--- src/rtl/morse_quiz_core.sv ---
// morse_quiz_core: Morse-code quiz engine.
// Picks a pseudo-random letter from an A..Z pattern ROM, plays it on led_out
// at a programmable unit rate, then accepts guesses and reports a sticky
// win or lose.
// Build option: define MORSE_QUIZ_RETRY_EN for multiple tries with automatic
// replay on a miss and an active replay input. Without it, one guess decides
// the round and replay is ignored.
module morse_quiz_core #(
  parameter int PAT_W       = 16,
  parameter int LETTER_BITS = 5,
  parameter int NUM_LETTERS = 26,
  parameter int TICK_DIV    = 25000000,
  parameter int MAX_TRIES   = 3
) (
  input  logic                   clk,
  input  logic                   reset,
  input  logic                   start,
  input  logic                   tick_en,
  input  logic                   guess_valid,
  input  logic [LETTER_BITS-1:0] guess,
  input  logic                   replay,
  output logic                   led_out,
  output logic                   busy,
  output logic                   win,
  output logic                   lose,
  output logic [3:0]             tries_left,
  output logic [LETTER_BITS-1:0] letter
);

`ifdef MORSE_QUIZ_RETRY_EN
  localparam bit         RETRY_EN  = 1'b1;
  localparam logic [3:0] EFF_TRIES = 4'(MAX_TRIES);
`else
  localparam bit         RETRY_EN  = 1'b0;
  localparam logic [3:0] EFF_TRIES = 4'd1;
`endif

  localparam int                  PRESC_W      = (TICK_DIV > 1) ? $clog2(TICK_DIV) : 1;
  localparam logic [PRESC_W-1:0]  PRESC_RELOAD = PRESC_W'(TICK_DIV - 1);
  localparam logic [15:0]         LFSR_SEED    = 16'hACE1;

  // Reject parameter sets the ROM, letter index or tries counter cannot hold.
  if ((PAT_W < 13) || (LETTER_BITS < 1) || (LETTER_BITS > 16) ||
      (NUM_LETTERS < 1) || (NUM_LETTERS > 26) ||
      (NUM_LETTERS > (1 << LETTER_BITS)) || (TICK_DIV < 1) ||
      (MAX_TRIES < 1) || (MAX_TRIES > 15)) begin : g_bad_params
    $error("morse_quiz_core: illegal parameter combination");
  end

  typedef enum logic [2:0] {
    IDLE,
    LOAD,
    PLAY,
    GUESS,
    WIN,
    LOSE
  } state_t;

  state_t               state_q;
  state_t               state_d;
  logic [15:0]          lfsr_q;
  logic [PAT_W-1:0]     sreg_q;
  logic [PRESC_W-1:0]   presc_q;
  logic [LETTER_BITS-1:0] letter_q;
  logic [3:0]           tries_q;

  logic                 tick;
  logic                 last_bit;
  logic                 hit;
  logic                 miss;
  logic                 replay_req;
  logic [3:0]           tries_after_miss;

  // Fibonacci LFSR for x^16+x^14+x^13+x^11+1, shifting right.
  function automatic logic [15:0] lfsr_step(input logic [15:0] s);
    return {s[0] ^ s[2] ^ s[3] ^ s[5], s[15:1]};
  endfunction

  // Guesses remaining never wrap below zero.
  function automatic logic [3:0] sat_dec(input logic [3:0] t);
    return (t == 4'd0) ? 4'd0 : t - 4'd1;
  endfunction

  // Morse patterns, LSB first: dot = 1, dash = 111, gap = 0.
  function automatic logic [PAT_W-1:0] rom_pattern(input logic [LETTER_BITS-1:0] idx);
    logic [12:0] p;
    p = 13'h0;
    case (int'(idx))
      0:  p = 13'h001D; // A .-
      1:  p = 13'h0157; // B -...
      2:  p = 13'h05D7; // C -.-.
      3:  p = 13'h0057; // D -..
      4:  p = 13'h0001; // E .
      5:  p = 13'h0175; // F ..-.
      6:  p = 13'h0177; // G --.
      7:  p = 13'h0055; // H ....
      8:  p = 13'h0005; // I ..
      9:  p = 13'h1DDD; // J .---
      10: p = 13'h01D7; // K -.-
      11: p = 13'h015D; // L .-..
      12: p = 13'h0077; // M --
      13: p = 13'h0017; // N -.
      14: p = 13'h0777; // O ---
      15: p = 13'h05DD; // P .--.
      16: p = 13'h1D77; // Q --.-
      17: p = 13'h005D; // R .-.
      18: p = 13'h0015; // S ...
      19: p = 13'h0007; // T -
      20: p = 13'h0075; // U ..-
      21: p = 13'h01D5; // V ...-
      22: p = 13'h01DD; // W .--
      23: p = 13'h0757; // X -..-
      24: p = 13'h1DD7; // Y -.--
      25: p = 13'h0577; // Z --..
      default: p = 13'h0;
    endcase
    return PAT_W'(p);
  endfunction

  assign tick             = (state_q == PLAY) && tick_en && (presc_q == '0);
  assign last_bit         = (sreg_q[PAT_W-1:1] == '0);
  assign hit              = guess_valid && (guess == letter_q) && (int'(guess) < NUM_LETTERS);
  assign miss             = guess_valid && !hit;
  assign replay_req       = RETRY_EN && replay;
  assign tries_after_miss = sat_dec(tries_q);

  // State register.
  always_ff @(posedge clk or posedge reset) begin
    if (reset) begin
      state_q <= IDLE;
    end else begin
      state_q <= state_d;
    end
  end

  // Next-state logic; start overrides everything and always restarts in LOAD.
  always_comb begin
    state_d = state_q;
    case (state_q)
      IDLE:  state_d = IDLE;
      LOAD:  state_d = PLAY;
      PLAY: begin
        if (tick && last_bit) begin
          state_d = GUESS;
        end
      end
      GUESS: begin
        if (hit) begin
          state_d = WIN;
        end else if (miss) begin
          state_d = (!RETRY_EN || (tries_after_miss == 4'd0)) ? LOSE : LOAD;
        end else if (replay_req) begin
          state_d = LOAD;
        end
      end
      WIN:     state_d = WIN;
      LOSE:    state_d = LOSE;
      default: state_d = IDLE;
    endcase
    if (start) begin
      state_d = LOAD;
    end
  end

  // Free-running LFSR; its value at start time picks the letter.
  always_ff @(posedge clk or posedge reset) begin
    if (reset) begin
      lfsr_q <= LFSR_SEED;
    end else begin
      lfsr_q <= lfsr_step(lfsr_q);
    end
  end

  // Round bookkeeping: latched letter and guesses remaining.
  always_ff @(posedge clk or posedge reset) begin
    if (reset) begin
      letter_q <= '0;
      tries_q  <= 4'd0;
    end else if (start) begin
      letter_q <= LETTER_BITS'(lfsr_q % 16'(NUM_LETTERS));
      tries_q  <= EFF_TRIES;
    end else if ((state_q == GUESS) && miss) begin
      tries_q  <= tries_after_miss;
    end
  end

  // Playback shift register and unit prescaler; both freeze while tick_en is low.
  always_ff @(posedge clk or posedge reset) begin
    if (reset) begin
      sreg_q  <= '0;
      presc_q <= '0;
    end else if (state_q == LOAD) begin
      sreg_q  <= rom_pattern(letter_q);
      presc_q <= PRESC_RELOAD;
    end else if ((state_q == PLAY) && tick_en) begin
      if (presc_q == '0) begin
        presc_q <= PRESC_RELOAD;
        if (!last_bit) begin
          sreg_q <= sreg_q >> 1;
        end
      end else begin
        presc_q <= presc_q - PRESC_W'(1);
      end
    end
  end

  assign led_out    = (state_q == PLAY) && sreg_q[0];
  assign busy       = (state_q == LOAD) || (state_q == PLAY);
  assign win        = (state_q == WIN);
  assign lose       = (state_q == LOSE);
  assign tries_left = tries_q;
  assign letter     = letter_q;

endmodule

--- config.mk ---
export PLATFORM = sky130hd
export DESIGN_NAME = morse_quiz_core
export DESIGN_NICKNAME = d
export VERILOG_FILES = /design/src/rtl/morse_quiz_core.sv
export SDC_FILE = /design/constraint.sdc
export NUM_CORES = 1
export LEC_CHECK = 0
export ABC_AREA = 0
export BUFFER_PORTS_ARGS = -buffer_cell sky130_fd_sc_hd__buf_2
export CELL_PAD_IN_SITES_DETAIL_PLACEMENT = 1
export CELL_PAD_IN_SITES_GLOBAL_PLACEMENT = 1
export CORE_MARGIN = 3
export CORE_UTILIZATION = 35
export CTS_CLUSTER_DIAMETER = 150
export CTS_CLUSTER_SIZE = 30
export DETAILED_ROUTE_END_ITERATION = 12
export PLACE_DENSITY = 0.67
export SLEW_MARGIN = 5
export SYNTH_ARGS = -nofsm -noshare
export SYNTH_HDL_FRONTEND = slang
export SYNTH_SLANG_ARGS = --single-unit
--- constraint.sdc ---
create_clock -name clk -period 6.53 [get_ports clk]
set_input_delay 0.3265 -clock clk [delete_from_list [all_inputs] [get_ports clk]]
set_output_delay 0.3265 -clock clk [all_outputs]
set_load 0.02 [all_outputs]
# Word level (Yosys, flattened, before mapping)
# Memory sizes are Yosys's and may differ from the RTL's.
# Index checks and enable logic that the tools add are counted.
# Widths: inputs -> output; s select.
dict set report classes {
  muxes 15
  reduce_logical 18
  div_mod_pow 1
  shifts 0
  n_mul 0
  eq_ne 9
  bitwise_logic 3
  addsub 2
  magnitude_cmp 1
}
# op count
set ops {}
lappend ops {{$mux 25} 3}
lappend ops {{$mux 16} 4}
lappend ops {{$logic_not 25->1} 1}
lappend ops {{$sub 25x1->25 const B} 1}
lappend ops {{$mod 16x5->16 const B} 1}
lappend ops {{$logic_not 15->1} 1}
lappend ops {{$pmux 3 s5} 1}
lappend ops {{$mux 3} 4}
lappend ops {{$mux 4} 3}
lappend ops {{$logic_and 1x1->1} 8}
lappend ops {{$eq 3x2->1 const B} 2}
lappend ops {{$eq 3x3->1 const B} 2}
lappend ops {{$reduce_bool 2->1} 3}
lappend ops {{$eq 5x5->1} 1}
lappend ops {{$lt 5x5->1 const B} 1}
lappend ops {{$logic_not 4->1} 1}
lappend ops {{$ne 4x4->1 const B} 1}
lappend ops {{$sub 4x1->4 const B} 1}
lappend ops {{$eq 3x1->1 const B} 1}
lappend ops {{$ne 3x2->1 const B} 1}
lappend ops {{$reduce_and 3->1} 1}
lappend ops {{$xor 1x1->1} 3}
lappend ops {{$ne 2x1->1 const B} 1}
lappend ops {{$reduce_and 2->1} 1}
lappend ops {{other kinds (2)} 2}
dict set report totals {
  latchBits 0
  ff_bits 69
  wordCells 56
  mem_bits_rw 0
  mem_bits_ro 416
  in_bits 11
  n_memories 1
}
# memory words width rd rd_ports_with_merged_regs write_ports line_no
set memory_table {}
lappend memory_table {{(no name shown)} 32 13 1 0 0 88} ;# case (int'(idx))

# Longest topological paths before layout
dict set report depth {
  ltp_word 9
  ltp_mapped 29
  mapped_depth_nobuf 21
}

# Worst setup path after synthesis
# No wires, ideal clock.
dict set report synth_timing {
  kind {register to register}
  from {register lfsr_q[15]}
  to {register letter_q[2] (netlist: letter[2])}
  path_slack_ns 0.373
  arrival_ns 6.075
  path_stages_with_launch 27
  n_path_buf 5
  t_required_ns 6.448
  setup_ns 0.082
  path_cell_list {dfstp_2 > buf_4 > buf_4 > o21ai_0 > a41oi_1 > a32oi_1 > or4_1 > buf_2 > and2_1 > buf_6 > and3_4 > a211o_1 > a311o_1 > o221ai_2 > a21oi_1 > a2111oi_4 > a211oi_2 > a22o_1 > a211oi_2 > and2_1 > buf_4 > mux2_4 > a21oi_4 > maj3_4 > a211oi_2 > or4_1 > a31oi_1}
}
dict set report synth_between {
  elab_chain_cells 1
}
# item line_no
set synth_rtl {}
lappend synth_rtl {{from (decl)} 61} ;# logic [15:0] lfsr_q;
lappend synth_rtl {{from (signal assigned)} 170} ;# lfsr_q <= lfsr_step(lfsr_q);
lappend synth_rtl {{$mod 16x5->16} 180} ;# letter_q <= LETTER_BITS'(lfsr_q % 16'(NUM_LETTERS));
lappend synth_rtl {{to (signal assigned)} 180}
lappend synth_rtl {{to (decl)} 64} ;# logic [LETTER_BITS-1:0] letter_q;
# Every way passes these cells.
# A chain may end at the register's enable or synchronous reset.

# Worst setup path in the final report
dict set report layout_timing {
  from {register lfsr_q[13]}
  to {register letter_q[2] (netlist: letter[2])}
}
# The elaborated chain is that of the path after synthesis.

==> impl_metrics.yaml <==
drt:
  vias_per_cell: 5.95
  wirelength_microns: 22000
  firstDrtPassIters: 5
  dr.first_iter.drc_count: 443
  post-route-drc-count: 0
  vias: 6921
  antenna_left: 0
  wl_per_cell_microns: 18.9
clocking:
  cts_tree: "yes"
  cts_made_buffers: 9
  clk_pin_slew_ns: 0.05
  clock_latency_ns: 0.33
  cts.sink_count: 66
  h-tree-depth: 3
  root_buffer: "clkbuf_16"
  ctsLongestPathBuffers: 2
  ctsHoldBuffers: 0
placement:
  dp_cells: 1123
  io_buffer_count: 22
  dp_hpwl_microns: 15400
  place_congestion: 0.880
setup_path:
  reg2reg_depth: 24
  worstSetupPathType: "reg2reg"
  rr_startpoint: "lfsr_q[13]"
  cp_max_fo: 7
  cp.required_ns: 6.78
  worstPathArrival_ns: 6.63
  crit-reg2reg-capture: "letter[2]"
  r2r_slack_ns: 0.15
  startpoint_type: "flip-flop"
  cp-end-kind: "flip-flop"
sta:
  slew_viol_final: 0
  finalSetupTns_ns: 0
  hold_viol_final: 0
  clock_skew_ns: 0.00831
  period_share: 0.977
  slew_headroom: 0.168
  setup_viol: 0
  worst_pin_slew_ns: 1.24
  fmax_mhz: 157
  grt_setup_unrepaired: "true"
  layout_min_cycle_time_ns: 6.38
finish:
  num-fill-cells: 2185
  post-route-util: 0.464
  final_common_cell: "buf_4"
  drive_above_1_share: 0.293
  synthToLayoutAreaGrowth_pct: 28.7
  final_cell_mix: "buf_4 (119), nand2_1 (68), nor2_1 (65)"
  fin_nets: 952
  layoutNonFillerInstCount: 1163
  n_antenna_cell: 0
power:
  max-vdd-ir-drop_mv: 0.158
  p_per_area_nw_per_um2: 135
  p_leak_nw: 3.39
synth:
  synth.net_count: 847
  synth_edf_count: 0
  ys_warn_count: 0
  syn_inst: 824
  syn-cell-area_sq_um: 6540
  ys_types: 95
  synth-seq-cells: 66
  ys.flop_type: "dfrtp_1"
  async_reset_ff_frac: 1.00
  yosysSeqAreaShare: 0.254
  avgSynthCellArea_sq_um: 7.93
grt:
  grt_overflow: 0
  grt.total_usage: 0.208
  grt_max_degree: 67
  grt_pass1_vias: 7214
  antenna_found_initial: 0
  grt_pass1_wl_microns: 35800
floorplan:
  die_x_microns: 143
  io_pins: 24
  dieArea_sq_um: 20400
  placementRows: 49
  floorplan.initialDensity: 0.360
  die_y_microns: 143
  core_sq_um: 18100
min_path:
  hold_class: "in2async"
job:
  max_cap_violations: 0
status:
  outcome: "completed"
routing by layer:
layer  up-vias  GRT usage  part of all wire
li1       3296          -                 -
met1      3473      0.277              0.46
met2       131      0.351              0.50
met3        21     0.0311             0.032
met4         0     0.0565             0.011
met5         -          0                 0
per-stage QoR:
stage / hold slack [ns] / total power, mW / instance area, sq um / setup WS [ns]
final: 0.252 / 1.13 / 8410 / 0.152
after CTS: 0.274 / 1.14 / 7880 / 0.00220
after global placement: 0.432 / 0.688 / 7520 / -0.00636
after detailed placement: 0.437 / 0.701 / 7520 / -0.155
after global routing: 0.277 / 1.20 / 8410 / -0.119
after floorplan: 0.350 / 0.634 / 6540 / 0.373
how the worst max path moves through the flow:
stage                    start         to  slack, ns  cells past startpoint
floorplan           lfsr_q[15]  letter[2]       0.37                     26
global placement    lfsr_q[13]  letter[2]     -0.006                     27
detailed placement  lfsr_q[13]  letter[2]      -0.16                     27
CTS                 lfsr_q[11]  letter[2]      0.002                     26
global route        lfsr_q[13]  letter[1]      -0.12                     29
finish              lfsr_q[13]  letter[2]       0.15                     24
worst max-delay path: stages (launching register included):
cell,delay (ns)
dfstp_4,0.69
buf_6,0.14
nor3b_1,0.07
a32o_1,0.21
a2111o_1,0.52
buf_4,0.18
a21boi_2,0.17
buf_4,0.16
buf_4,0.16
o2111ai_1,0.23
a21oi_1,0.19
a311o_2,0.43
o211a_2,0.17
o32ai_4,0.25
nand2_2,0.11
mux2_4,0.33
a2111oi_4,0.37
nor3_2,0.14
maj3_2,0.31
mux2_4,0.28
a21oi_4,0.21
maj3_4,0.24
a211oi_4,0.07
or4_4,0.50
a31oi_1,0.18
power by group:
group	switching [mW]	internal [mW]	total, mW
clock network	0.173	0.263	0.436
logic	0.128	0.0688	0.197
registers	0.0491	0.450	0.499
sequential cells by signal, indices dropped and copies added (netlist names):
| signal | cells |
|---|---|
| letter | 5 |
| presc_q | 25 |
| tries_left | 4 |
| state_q | 3 |
| sreg_q | 13 |
| lfsr_q | 16 |
final cells by class:
cell class | instances | area (sq um) | area share
sequential | 66 | 1670 | 0.199
clock buffer | 10 | 239 | 0.0284
clock inverter | 6 | 32.5 | 0.00387
timing repair buffer | 156 | 1220 | 0.146
multi-input combinational | 668 | 4850 | 0.576
inverter | 28 | 109 | 0.0129
tap | 229 | 287 | 0.0341
synthesized netlist by cell type (all sizes together), types with 16 or more instances:
master / number / area (sq um)
mux2i: 27 / 270
o211ai: 16 / 120
inv: 27 / 101
nor2: 68 / 260
o21ai: 60 / 300
nand3: 35 / 175
nand2: 70 / 265
clkbuf: 26 / 97.6
xnor2: 24 / 210
buf: 36 / 214
dfrtp: 58 / 1450
a21oi: 51 / 278
nor3: 24 / 120
a31oi: 19 / 119
cell families (layout without fill, tap and decap cells):
logic type / count (synthesis) / after routing / share of synthesized area
adders and majority gates: 16 / 16 / 0.0299
buffers and inverters: 90 / 200 / 0.0637
muxes: 31 / 31 / 0.0494
xor gates and xnor gates: 36 / 36 / 0.0482
AOI/OAI and AO/OA: 262 / 262 / 0.293
and+or+nand+nor: 323 / 323 / 0.261
DFF: 66 / 66 / 0.254
repair_timing:
item	in CTS	in global routing
setup buffers	2	22
endpoints found under the setup margin	4	4
gates resized for setup	15	78
cloned	0	0
hold endpoints to repair	0	0
pin swaps	0	29
Power figures use the tool's default switching activity.
